<file path="src/rtl/my_lib.sv">
// Shared store-buffer types: memory access grain, buffered store entry,
// and the alignment rule applied to stores before they are enqueued.
package my_lib;

    typedef enum logic [1:0] {
        MEM_WORD = 2'b00,
        MEM_BYTE = 2'b01,
        MEM_HALF = 2'b10
    } mem_grain_t;

    typedef struct packed {
        logic [31:0] addr;
        logic [31:0] data;
        logic [1:0]  grain;
        logic [31:0] pc;
    } sb_entry_t;

    // Only the low address bits matter for alignment; grain 2'b11 is never legal.
    function automatic logic grain_aligned(input logic [1:0] addr, input logic [1:0] grain);
        case (grain)
            MEM_WORD: return (addr == 2'b00);
            MEM_HALF: return !addr[0];
            MEM_BYTE: return 1'b1;
            default:  return 1'b0;
        endcase
    endfunction

endpackage

</file>
<file path="src/rtl/sb_fifo.sv">
// Circular FIFO of buffered stores. Every slot's word address and occupancy
// is exposed so the owner can compare a load against all pending stores.
module sb_fifo
    import my_lib::*;
#(
    parameter int DEPTH    = 4,
    parameter int LOGDEPTH = 2
) (
    input  logic              clock,
    input  logic              reset,
    input  logic              push,
    input  sb_entry_t         push_entry,
    input  logic              pop,
    output sb_entry_t         head_entry,
    output logic [29:0]       entry_waddr [DEPTH],
    output logic [DEPTH-1:0]  entry_valid,
    output logic [LOGDEPTH:0] count,
    output logic              full,
    output logic              empty
);

    sb_entry_t             slots [DEPTH];
    logic [LOGDEPTH:0]     head;
    logic [LOGDEPTH:0]     tail;
    logic [LOGDEPTH-1:0]   offset;

    // Pointers carry one extra wrap bit so full and empty are distinguishable.
    always_ff @(posedge clock or negedge reset) begin
        if (!reset) begin
            head <= '0;
            tail <= '0;
        end else begin
            if (push) tail <= tail + 1'b1;
            if (pop)  head <= head + 1'b1;
        end
    end

    always_ff @(posedge clock) begin
        if (push) slots[tail[LOGDEPTH-1:0]] <= push_entry;
    end

    assign count      = tail - head;
    assign full       = (count == (LOGDEPTH+1)'(DEPTH));
    assign empty      = (count == '0);
    assign head_entry = empty ? '0 : slots[head[LOGDEPTH-1:0]];

    // A slot is live when its distance from the head is below the fill count.
    always_comb begin
        offset      = '0;
        entry_valid = '0;
        for (int i = 0; i < DEPTH; i++) begin
            offset         = LOGDEPTH'(i) - head[LOGDEPTH-1:0];
            entry_valid[i] = ({1'b0, offset} < count);
            entry_waddr[i] = slots[i].addr[31:2];
        end
    end

endmodule

</file>
<file path="src/rtl/store_buffer.sv">
// Store buffer between MEM and DataMemory: rejects misaligned stores,
// drains to the shared memory port when loads leave it idle, flags load hazards.
module store_buffer
    import my_lib::*;
#(
    parameter int DEPTH    = 4,
    parameter int LOGDEPTH = 2
) (
    input  logic              clock,
    input  logic              reset,
    input  logic              st_valid,
    output logic              st_ready,
    input  logic [31:0]       st_addr,
    input  logic [31:0]       st_data,
    input  logic [1:0]        st_grain,
    input  logic [31:0]       st_pc,
    input  logic              ld_valid,
    input  logic [31:0]       ld_addr,
    output logic              ld_conflict,
    output logic              mem_we,
    output logic [31:0]       mem_addr,
    output logic [31:0]       mem_wdata,
    output logic [1:0]        mem_grain,
    output logic [31:0]       mem_pc,
    output logic              empty,
    output logic [LOGDEPTH:0] count,
    output logic              addr_err,
    output logic [31:0]       err_pc
);

    sb_entry_t        push_entry;
    sb_entry_t        head_entry;
    logic [29:0]      entry_waddr [DEPTH];
    logic [DEPTH-1:0] entry_valid;
    logic [DEPTH-1:0] hit;
    logic             full;
    logic             aligned;
    logic             accept;
    logic             reject;
    logic             drain;
    logic [1:0]       unused_ld_lsb;

    assign aligned    = grain_aligned(st_addr[1:0], st_grain);
    assign st_ready   = !full;
    assign accept     = st_valid && st_ready && aligned;
    assign reject     = st_valid && st_ready && !aligned;
    assign push_entry = '{addr: st_addr, data: st_data, grain: st_grain, pc: st_pc};

    sb_fifo #(
        .DEPTH    (DEPTH),
        .LOGDEPTH (LOGDEPTH)
    ) u_fifo (
        .clock       (clock),
        .reset       (reset),
        .push        (accept),
        .push_entry  (push_entry),
        .pop         (drain),
        .head_entry  (head_entry),
        .entry_waddr (entry_waddr),
        .entry_valid (entry_valid),
        .count       (count),
        .full        (full),
        .empty       (empty)
    );

    // Loads compare at word granularity; the head still counts until its write lands.
    always_comb begin
        hit = '0;
        for (int i = 0; i < DEPTH; i++) begin
            hit[i] = entry_valid[i] && (entry_waddr[i] == ld_addr[31:2]);
        end
    end

    assign unused_ld_lsb = ld_addr[1:0];
    assign ld_conflict   = ld_valid && (|hit);

    // A stalled (conflicting) load releases the port so the blocking store can drain.
    assign drain     = !empty && (!ld_valid || ld_conflict);
    assign mem_we    = drain;
    assign mem_addr  = head_entry.addr;
    assign mem_wdata = head_entry.data;
    assign mem_grain = head_entry.grain;
    assign mem_pc    = head_entry.pc;

    always_ff @(posedge clock or negedge reset) begin
        if (!reset) begin
            addr_err <= 1'b0;
            err_pc   <= '0;
        end else begin
            addr_err <= reject;
            if (reject) err_pc <= st_pc;
        end
    end

endmodule

</file>
<file path="config.mk">
export PLATFORM = sky130hd
export DESIGN_NAME = store_buffer
export DESIGN_NICKNAME = d
export VERILOG_FILES = /design/src/rtl/my_lib.sv /design/src/rtl/sb_fifo.sv /design/src/rtl/store_buffer.sv
export SDC_FILE = /design/constraint.sdc
export NUM_CORES = 1
export LEC_CHECK = 0
export ABC_AREA = 1
export BUFFER_PORTS_ARGS = -buffer_cell sky130_fd_sc_hd__buf_2
export CORE_ASPECT_RATIO = 1.25
export CORE_MARGIN = 2
export CORE_UTILIZATION = 52
export CTS_BUF_LIST = sky130_fd_sc_hd__clkbuf_16
export CTS_CLUSTER_SIZE = 10
export DETAILED_ROUTE_END_ITERATION = 7
export PLACE_DENSITY = 0.86
export REMOVE_ABC_BUFFERS = 1
export SYNTH_ARGS = -nofsm -noshare
export SYNTH_HDL_FRONTEND = slang
export SYNTH_SLANG_ARGS = --single-unit
</file>
<file path="constraint.sdc">
create_clock -name clock -period 6.93 [get_ports clock]
set_clock_uncertainty 0.2 [all_clocks]
set_input_delay 0.693 -clock clock [delete_from_list [all_inputs] [get_ports clock]]
set_output_delay 0.693 -clock clock [all_outputs]
set_load 0.02 [all_outputs]
</file>
==> flow_metrics.tcl, run 1 <==
set metrics [dict create \
    hold_class "input pin to async pin" \
    io_buffers 269 \
    syn_inst 1790 \
    cts_resized 0 \
    initial_core_util_pct 52.6 \
    path_clk_slew_ps 60 \
    cts_tree "yes" \
    dpl.cell_count 2467 \
    reg2reg_slack_ps 2130 \
    layout-drive-gt1-share_pct 17.6 \
    yosysSeqAreaShare_pct 66.9 \
    grt_pass1_wl_um 71500 \
    synth_xor_area_share_pct 3.31 \
    die_y_um 218 \
    rr_endpoint "u_fifo.slots[0][52]$_DFFE_PP_" \
    r2r-start "u_fifo.head[1]$_DFFE_PN0P_" \
    p_leak_nw 9.59 \
    syn_to_final_growth_pct 16.5 \
    ctsHoldBuffers 0 \
    synthAdderAreaFrac_pct 0.959 \
    layout_commonest_cell "nand2_1" \
    rsz0062_at_grt "false" \
    drt_iter0_drc 1199 \
    final.min_clock_period_ps 5640 \
    synth_mux_area_share_pct 0 \
    grt_max_degree 99 \
    layout.nets 2186 \
    dr.pass1.iters 6 \
    numClockSinks 431 \
    wl_per_cell_um 18.2 \
    critical_path_class "register to output pin" \
    routed_wl_um 46700 \
    yosysWarnings 0 \
    setup_viol_count_final 0 \
    post_cts_buffers 0 \
    outcome "completed" \
    syn_area_per_cell_um2 10.6 \
    postPlaceCellArea_mm2 0.0207 \
    overflow 0 \
    hpwl_um 28000 \
    start_kind "register" \
    vias_per_cell 5.40 \
    slew_headroom_pct 34.6 \
    clock_latency_ps 550 \
    synth-simple-area-share_pct 13.4 \
    arrival_ps 4740 \
    hold_violations 0 \
    synth_top_family_by_area "simple AND/OR/NAND/NOR gates" \
    cap_violations 0 \
    reg2reg_depth 9 \
    fin_area_mm2 0.0222 \
    gp_congestion 0.852 \
    die_x_um 175 \
    vias 13800 \
    synth-compound-area-share_pct 9.23 \
    clock_path_buffers 3 \
    path_max_fanout 48 \
    num_rows 78 \
    numCtsBuffers 49 \
    cts_max_level 2 \
    tightestPinTransition_ps 981 \
    grt_pass1_vias 14000 \
    antenna_found_initial 10 \
    p_per_area_mw_per_mm2 469 \
    fmax_mhz 177 \
    grt.total_usage_pct 23.9 \
    fin_crit_sh_pct 81.3 \
    syn_area_mm2 0.0191 \
    synth_cell_type_count 34 \
    core_mm2 0.0362 \
    cts_root_buf "clkbuf_16" \
    required_ps 6040 \
    io_pins 272 \
    ir_worst_vdd_uv 377 \
    finalMaxSlewViolations 0 \
    whs_ps 103 \
    fill_cells 2725 \
    ys_seq_elements 431 \
    cp-end-kind "output pin" \
    fin_cells 2564 \
    final_antenna_net_count 0 \
    drc 0 \
    final_cell_mix "nand2_1 (398), edfxtp_1 (392), buf_2 (269)" \
    fp.dieArea_mm2 0.0382 \
]
metal layers:
layer / track usage (%) / up-vias / routed length [um]
li1: - / 6478 / -
met1: 27.3 / 6588 / 17300
met2: 43.6 / 657 / 24200
met3: 4.83 / 111 / 3760
met4: 9.67 / 8 / 1480
met5: 0 / - / 56
Yosys cell counts:
library cell | n | area, um2
nand3_2 | 1 | 10.0
nand3_4 | 1 | 17.5
nor2_1 | 235 | 882
buf_1 | 4 | 15.0
a21boi_0 | 1 | 7.51
buf_6 | 9 | 101
nand2_1 | 398 | 1490
a22oi_1 | 1 | 7.51
nor2_4 | 2 | 22.5
a21o_1 | 1 | 7.51
ha_1 | 13 | 163
inv_1 | 183 | 687
xor2_1 | 59 | 517
nand2_4 | 1 | 11.3
nand3b_1 | 1 | 7.51
o21ai_0 | 213 | 1070
clkbuf_1 | 44 | 165
nand4_1 | 2 | 12.5
clkbuf_2 | 5 | 25.0
clkinv_1 | 2 | 7.51
buf_2 | 21 | 105
o21bai_1 | 2 | 15.0
buf_4 | 3 | 22.5
nand3_1 | 12 | 60.1
inv_2 | 13 | 48.8
xnor2_1 | 13 | 114
nand2_2 | 3 | 18.8
dfrtp_1 | 39 | 976
fa_1 | 1 | 20.0
or2_2 | 1 | 6.26
a21oi_1 | 41 | 205
edfxtp_1 | 392 | 11800
o22ai_1 | 72 | 450
nor3_4 | 1 | 16.3
worst max path at each step:
| stage | end | start |
|---|---|---|
| floorplan | u_fifo.slots[0][0]$_DFFE_PP_ | u_fifo.head[1]$_DFFE_PN0P_ |
| global placement | mem_we | u_fifo.head[1]$_DFFE_PN0P_ |
| detailed placement | mem_we | u_fifo.head[1]$_DFFE_PN0P_ |
| CTS | mem_we | u_fifo.head[1]$_DFFE_PN0P_ |
| global route | mem_we | u_fifo.head[1]$_DFFE_PN0P_ |
| finish | mem_we | u_fifo.head[1]$_DFFE_PN0P_ |
per-stage QoR:
| stage | power, mW | setup slack [ps] | util, % | setup TNS [ps] |
|---|---|---|---|---|
| 3_5_place_dp | 8.19 | 1870 | 57.3 | 0 |
| 5_1_grt | 11.0 | 967 | 61.3 | 0 |
| 4_1_cts | 10.5 | 1240 | 61.3 | 0 |
| 3_3_place_gp | 8.06 | 1950 | 57.3 | 0 |
| 6_report | 10.4 | 1290 | 61.3 | 0 |
| 2_1_floorplan | 6.48 | -2930 | - | -1040370 |
critical path, cell delays in order, from the launching register on:
cell      delay [ps]
dfrtp_4          780
clkinv_2         740
fa_1             900
inv_1            190
ha_1             310
inv_1             40
o21bai_1         110
nand3_1          140
nand3_1          120
nor2_1            40
nor2_1           130
nand3_1          250
nand2_2          180
inv_1             60
buf_2            180
power by group:
part | total (mW) | switching (mW) | internal, mW
combinational | 4.72 | 3.36 | 1.37
sequential | 3.43 | 0.225 | 3.20
clock | 2.26 | 0.949 | 1.31
total | 10.4 | 4.53 | 5.89
area by class of cell:
class | instances | area, um2 | area share (%)
Sequential cell | 431 | 12800 | 57.5
Multi-Input combinational cell | 1075 | 5150 | 23.2
Timing Repair Buffer | 283 | 1490 | 6.71
Clock buffer | 51 | 1280 | 5.75
Inverter | 198 | 752 | 3.39
Tap cell | 480 | 601 | 2.71
Clock inverter | 41 | 163 | 0.733
Antenna cell | 5 | 12.5 | 0.0564
cell families after synthesis:
logic type                 after synthesis
buffers and inverters                  284
adders and majority gates               14
xor gates and xnor gates                72
and+or+nand+nor                        658
DFF                                    431
AOI/OAI and AO/OA                      331
sequential cells by signal, summed over array words and instances (netlist names):
register	cells
u_fifo.head	3
addr_err	1
u_fifo.slots	392
u_fifo.tail	3
err_pc	32
Note: power is estimated with default switching activity, not from simulation.
==> run 2: changes to the inputs <==
==> constraint.sdc (replaced) <==
create_clock -name clock -period 4.8 [get_ports clock]
set_clock_uncertainty 0.2 [all_clocks]
set_input_delay 0.48 -clock clock [delete_from_list [all_inputs] [get_ports clock]]
set_output_delay 0.48 -clock clock [all_outputs]
set_load 0.02 [all_outputs]
==> run 2 against run 1 <==
  * Utilization rose by 2.8 points
  * Register-to-register slack got worse by 990 ps
  * Critical path type unchanged
  * Clock power rose by 43%
==> flow_metrics.tcl, run 2 (synthesis gave the netlist of run 1 again) <==
set metrics [dict create \
    pwr-share-clk_pct 21.2 \
    grt_pass1_vias 14800 \
    p_leak_nw 9.94 \
    final_antenna_net_count 0 \
    ir_worst_vdd_uv 473 \
    clock_path_buffers 3 \
    grt_pass1_wl_um 75400 \
    clock_latency_ps 560 \
    p_int_mw 8.57 \
    layout_commonest_cell "nand2_1" \
    cp-end-kind "output pin" \
    finalPower_mw 15.3 \
    cpMostUsedCell "inv_1" \
    syn_to_final_growth_pct 21.7 \
    fp.dieArea_mm2 0.0382 \
    comb_power_share_pct 47.1 \
    critical_path_class "register to output pin" \
    fin_util_pct 64.1 \
    io_buffers 269 \
    hold_violations 0 \
    finalMaxSlewViolations 0 \
    fmax_mhz 232 \
    numCtsBuffers 49 \
    antenna_found_initial 4 \
    wl_per_cell_um 18.5 \
    tightestPinTransition_ps 1120 \
    vias_per_cell 5.48 \
    dr.pass1.iters 5 \
    cts_resized 0 \
    die_x_um 175 \
    path_max_fanout 6 \
    layout-drive-gt1-share_pct 16.9 \
    post_cts_buffers 0 \
    path_buf_inv 6 \
    hpwl_um 27200 \
    cts_max_level 2 \
    final_cell_mix "nand2_1 (398), edfxtp_1 (392), buf_2 (269)" \
    grt.total_usage_pct 25.2 \
    ctsHoldBuffers 99 \
    cp_top_family "adder cells" \
    gp_congestion 0.868 \
    crit_path_max_incr_delay_ps 580 \
    vias 14500 \
    cts_tree "yes" \
    overflow 0 \
    fin_setup_tns_ps 0 \
    pwr-share-seq_pct 31.7 \
    cts_root_buf "clkbuf_16" \
    grt_max_degree 207 \
    critPathSlowestCell "fa_1" \
    numClockSinks 431 \
    arrival_ps 3640 \
    required_ps 4120 \
    final.min_clock_period_ps 4320 \
    fin_crit_sh_pct 90.0 \
    num_rows 78 \
    initial_core_util_pct 52.6 \
    slew_headroom_pct 25.3 \
    die_y_um 218 \
    fill_cells 2606 \
    cap_violations 0 \
    setup_viol_count_final 0 \
    io_pins 272 \
    layout.nets 2285 \
    core_mm2 0.0362 \
    start_kind "register" \
    rsz0062_at_grt "false" \
    largest_reg_flops 392 \
    path_cells "inv_1 > ha_1 > inv_1 > fa_1 > inv_1 > ha_1 > inv_1 > o21bai_1 > nand3_1 > nand3_1 > nor2_1 > nor2_1 > nand3_1 > nand2_2 > inv_1 > buf_2" \
    swShare_pct 43.8 \
    power.switching_mw 6.68 \
    hold_class "input pin to register" \
    drt_iter0_drc 1472 \
    path_clk_slew_ps 60 \
    p_per_area_mw_per_mm2 658 \
    routed_wl_um 48900 \
    outcome "completed" \
    drc 0 \
]
[run 2: cell types whose count changed in the layout (fill, tap and decap cells not counted)]
cell,delta
clkinv_1,+2
clkbuf_16,-1
clkinv_8,+1
buf_12,+5
dlygate4sd3_1,+99
diode_2,-1
buf_4,-5
inv_6,-1
clkinvlp_4,-1
inv_1,-15
inv_16,+1
[run 2: routing by layer]
metal  GRT usage [%]  vias up  part of all wire, %
met2            45.6      799                   52
met4            12.1        2                  4.0
li1                -     6661                    -
met3            5.04      158                  8.3
met5               0        -                0.027
met1            28.5     6895                   36
[run 2: worst register-to-register path, cell delays in order (launching register included)]
cell and delay [ps]:
dfrtp_1 440, inv_1 160, ha_1 170, inv_1 50
fa_1 580, inv_1 180, nand3_4 130, nand3_2 620
inv_2 790, nand2_1 180, nand2_1 100
[run 2: per-stage QoR]
step	worst slack (ps)	cell area [um2]	hold WS [ps]	cells
after CTS	438	23200	106	2644
after detailed placement	1050	20800	259	2467
after global placement	1140	20800	258	2467
final	481	23200	129	2648
after floorplan	-5060	18600	-15.6	1704
after global routing	252	23200	120	2647
[run 2: final cells by class]
type | instances | area, um2 | area share [%]
sequential | 431 | 12800 | 55.0
multi-input combinational | 1075 | 5150 | 22.2
timing repair buffer | 382 | 2540 | 11.0
clock buffer | 50 | 1250 | 5.39
inverter | 198 | 752 | 3.24
tap | 480 | 601 | 2.59
clock inverter | 28 | 134 | 0.577
antenna | 4 | 10.0 | 0.0431
[run 2: worst paths after layout]
path / from / endpoint / slack [ps] / cells past startpoint
max: u_fifo.tail[0]$_DFFE_PN0P_ / mem_we / 480 / 16
min: st_valid / u_fifo.tail[1]$_DFFE_PN0P_ / 130 / 5
max reg2reg: u_fifo.tail[0]$_DFFE_PN0P_ / err_pc[6]$_DFFE_PN0P_ / 1140 / 10
min reg2reg: err_pc[5]$_DFFE_PN0P_ / err_pc[5]$_DFFE_PN0P_ / 280 / 2
max in group asynchronous: reset / u_fifo.head[1]$_DFFE_PN0P_ / 3270 / 2
min in group asynchronous: reset / err_pc[26]$_DFFE_PN0P_ / 430 / 2
[run 2: power groups by stage]
| stage | combinational (mW) | sequential [mW] | clock (mW) |
|---|---|---|---|
| finish | 7.18 | 4.84 | 3.24 |
| global route | 7.82 | 4.87 | 3.44 |
| CTS | 7.12 | 4.82 | 3.27 |
| detailed placement | 7.00 | 4.88 | 0 |
| global placement | 6.81 | 4.86 | 0 |
| floorplan | 4.11 | 5.24 | 0 |
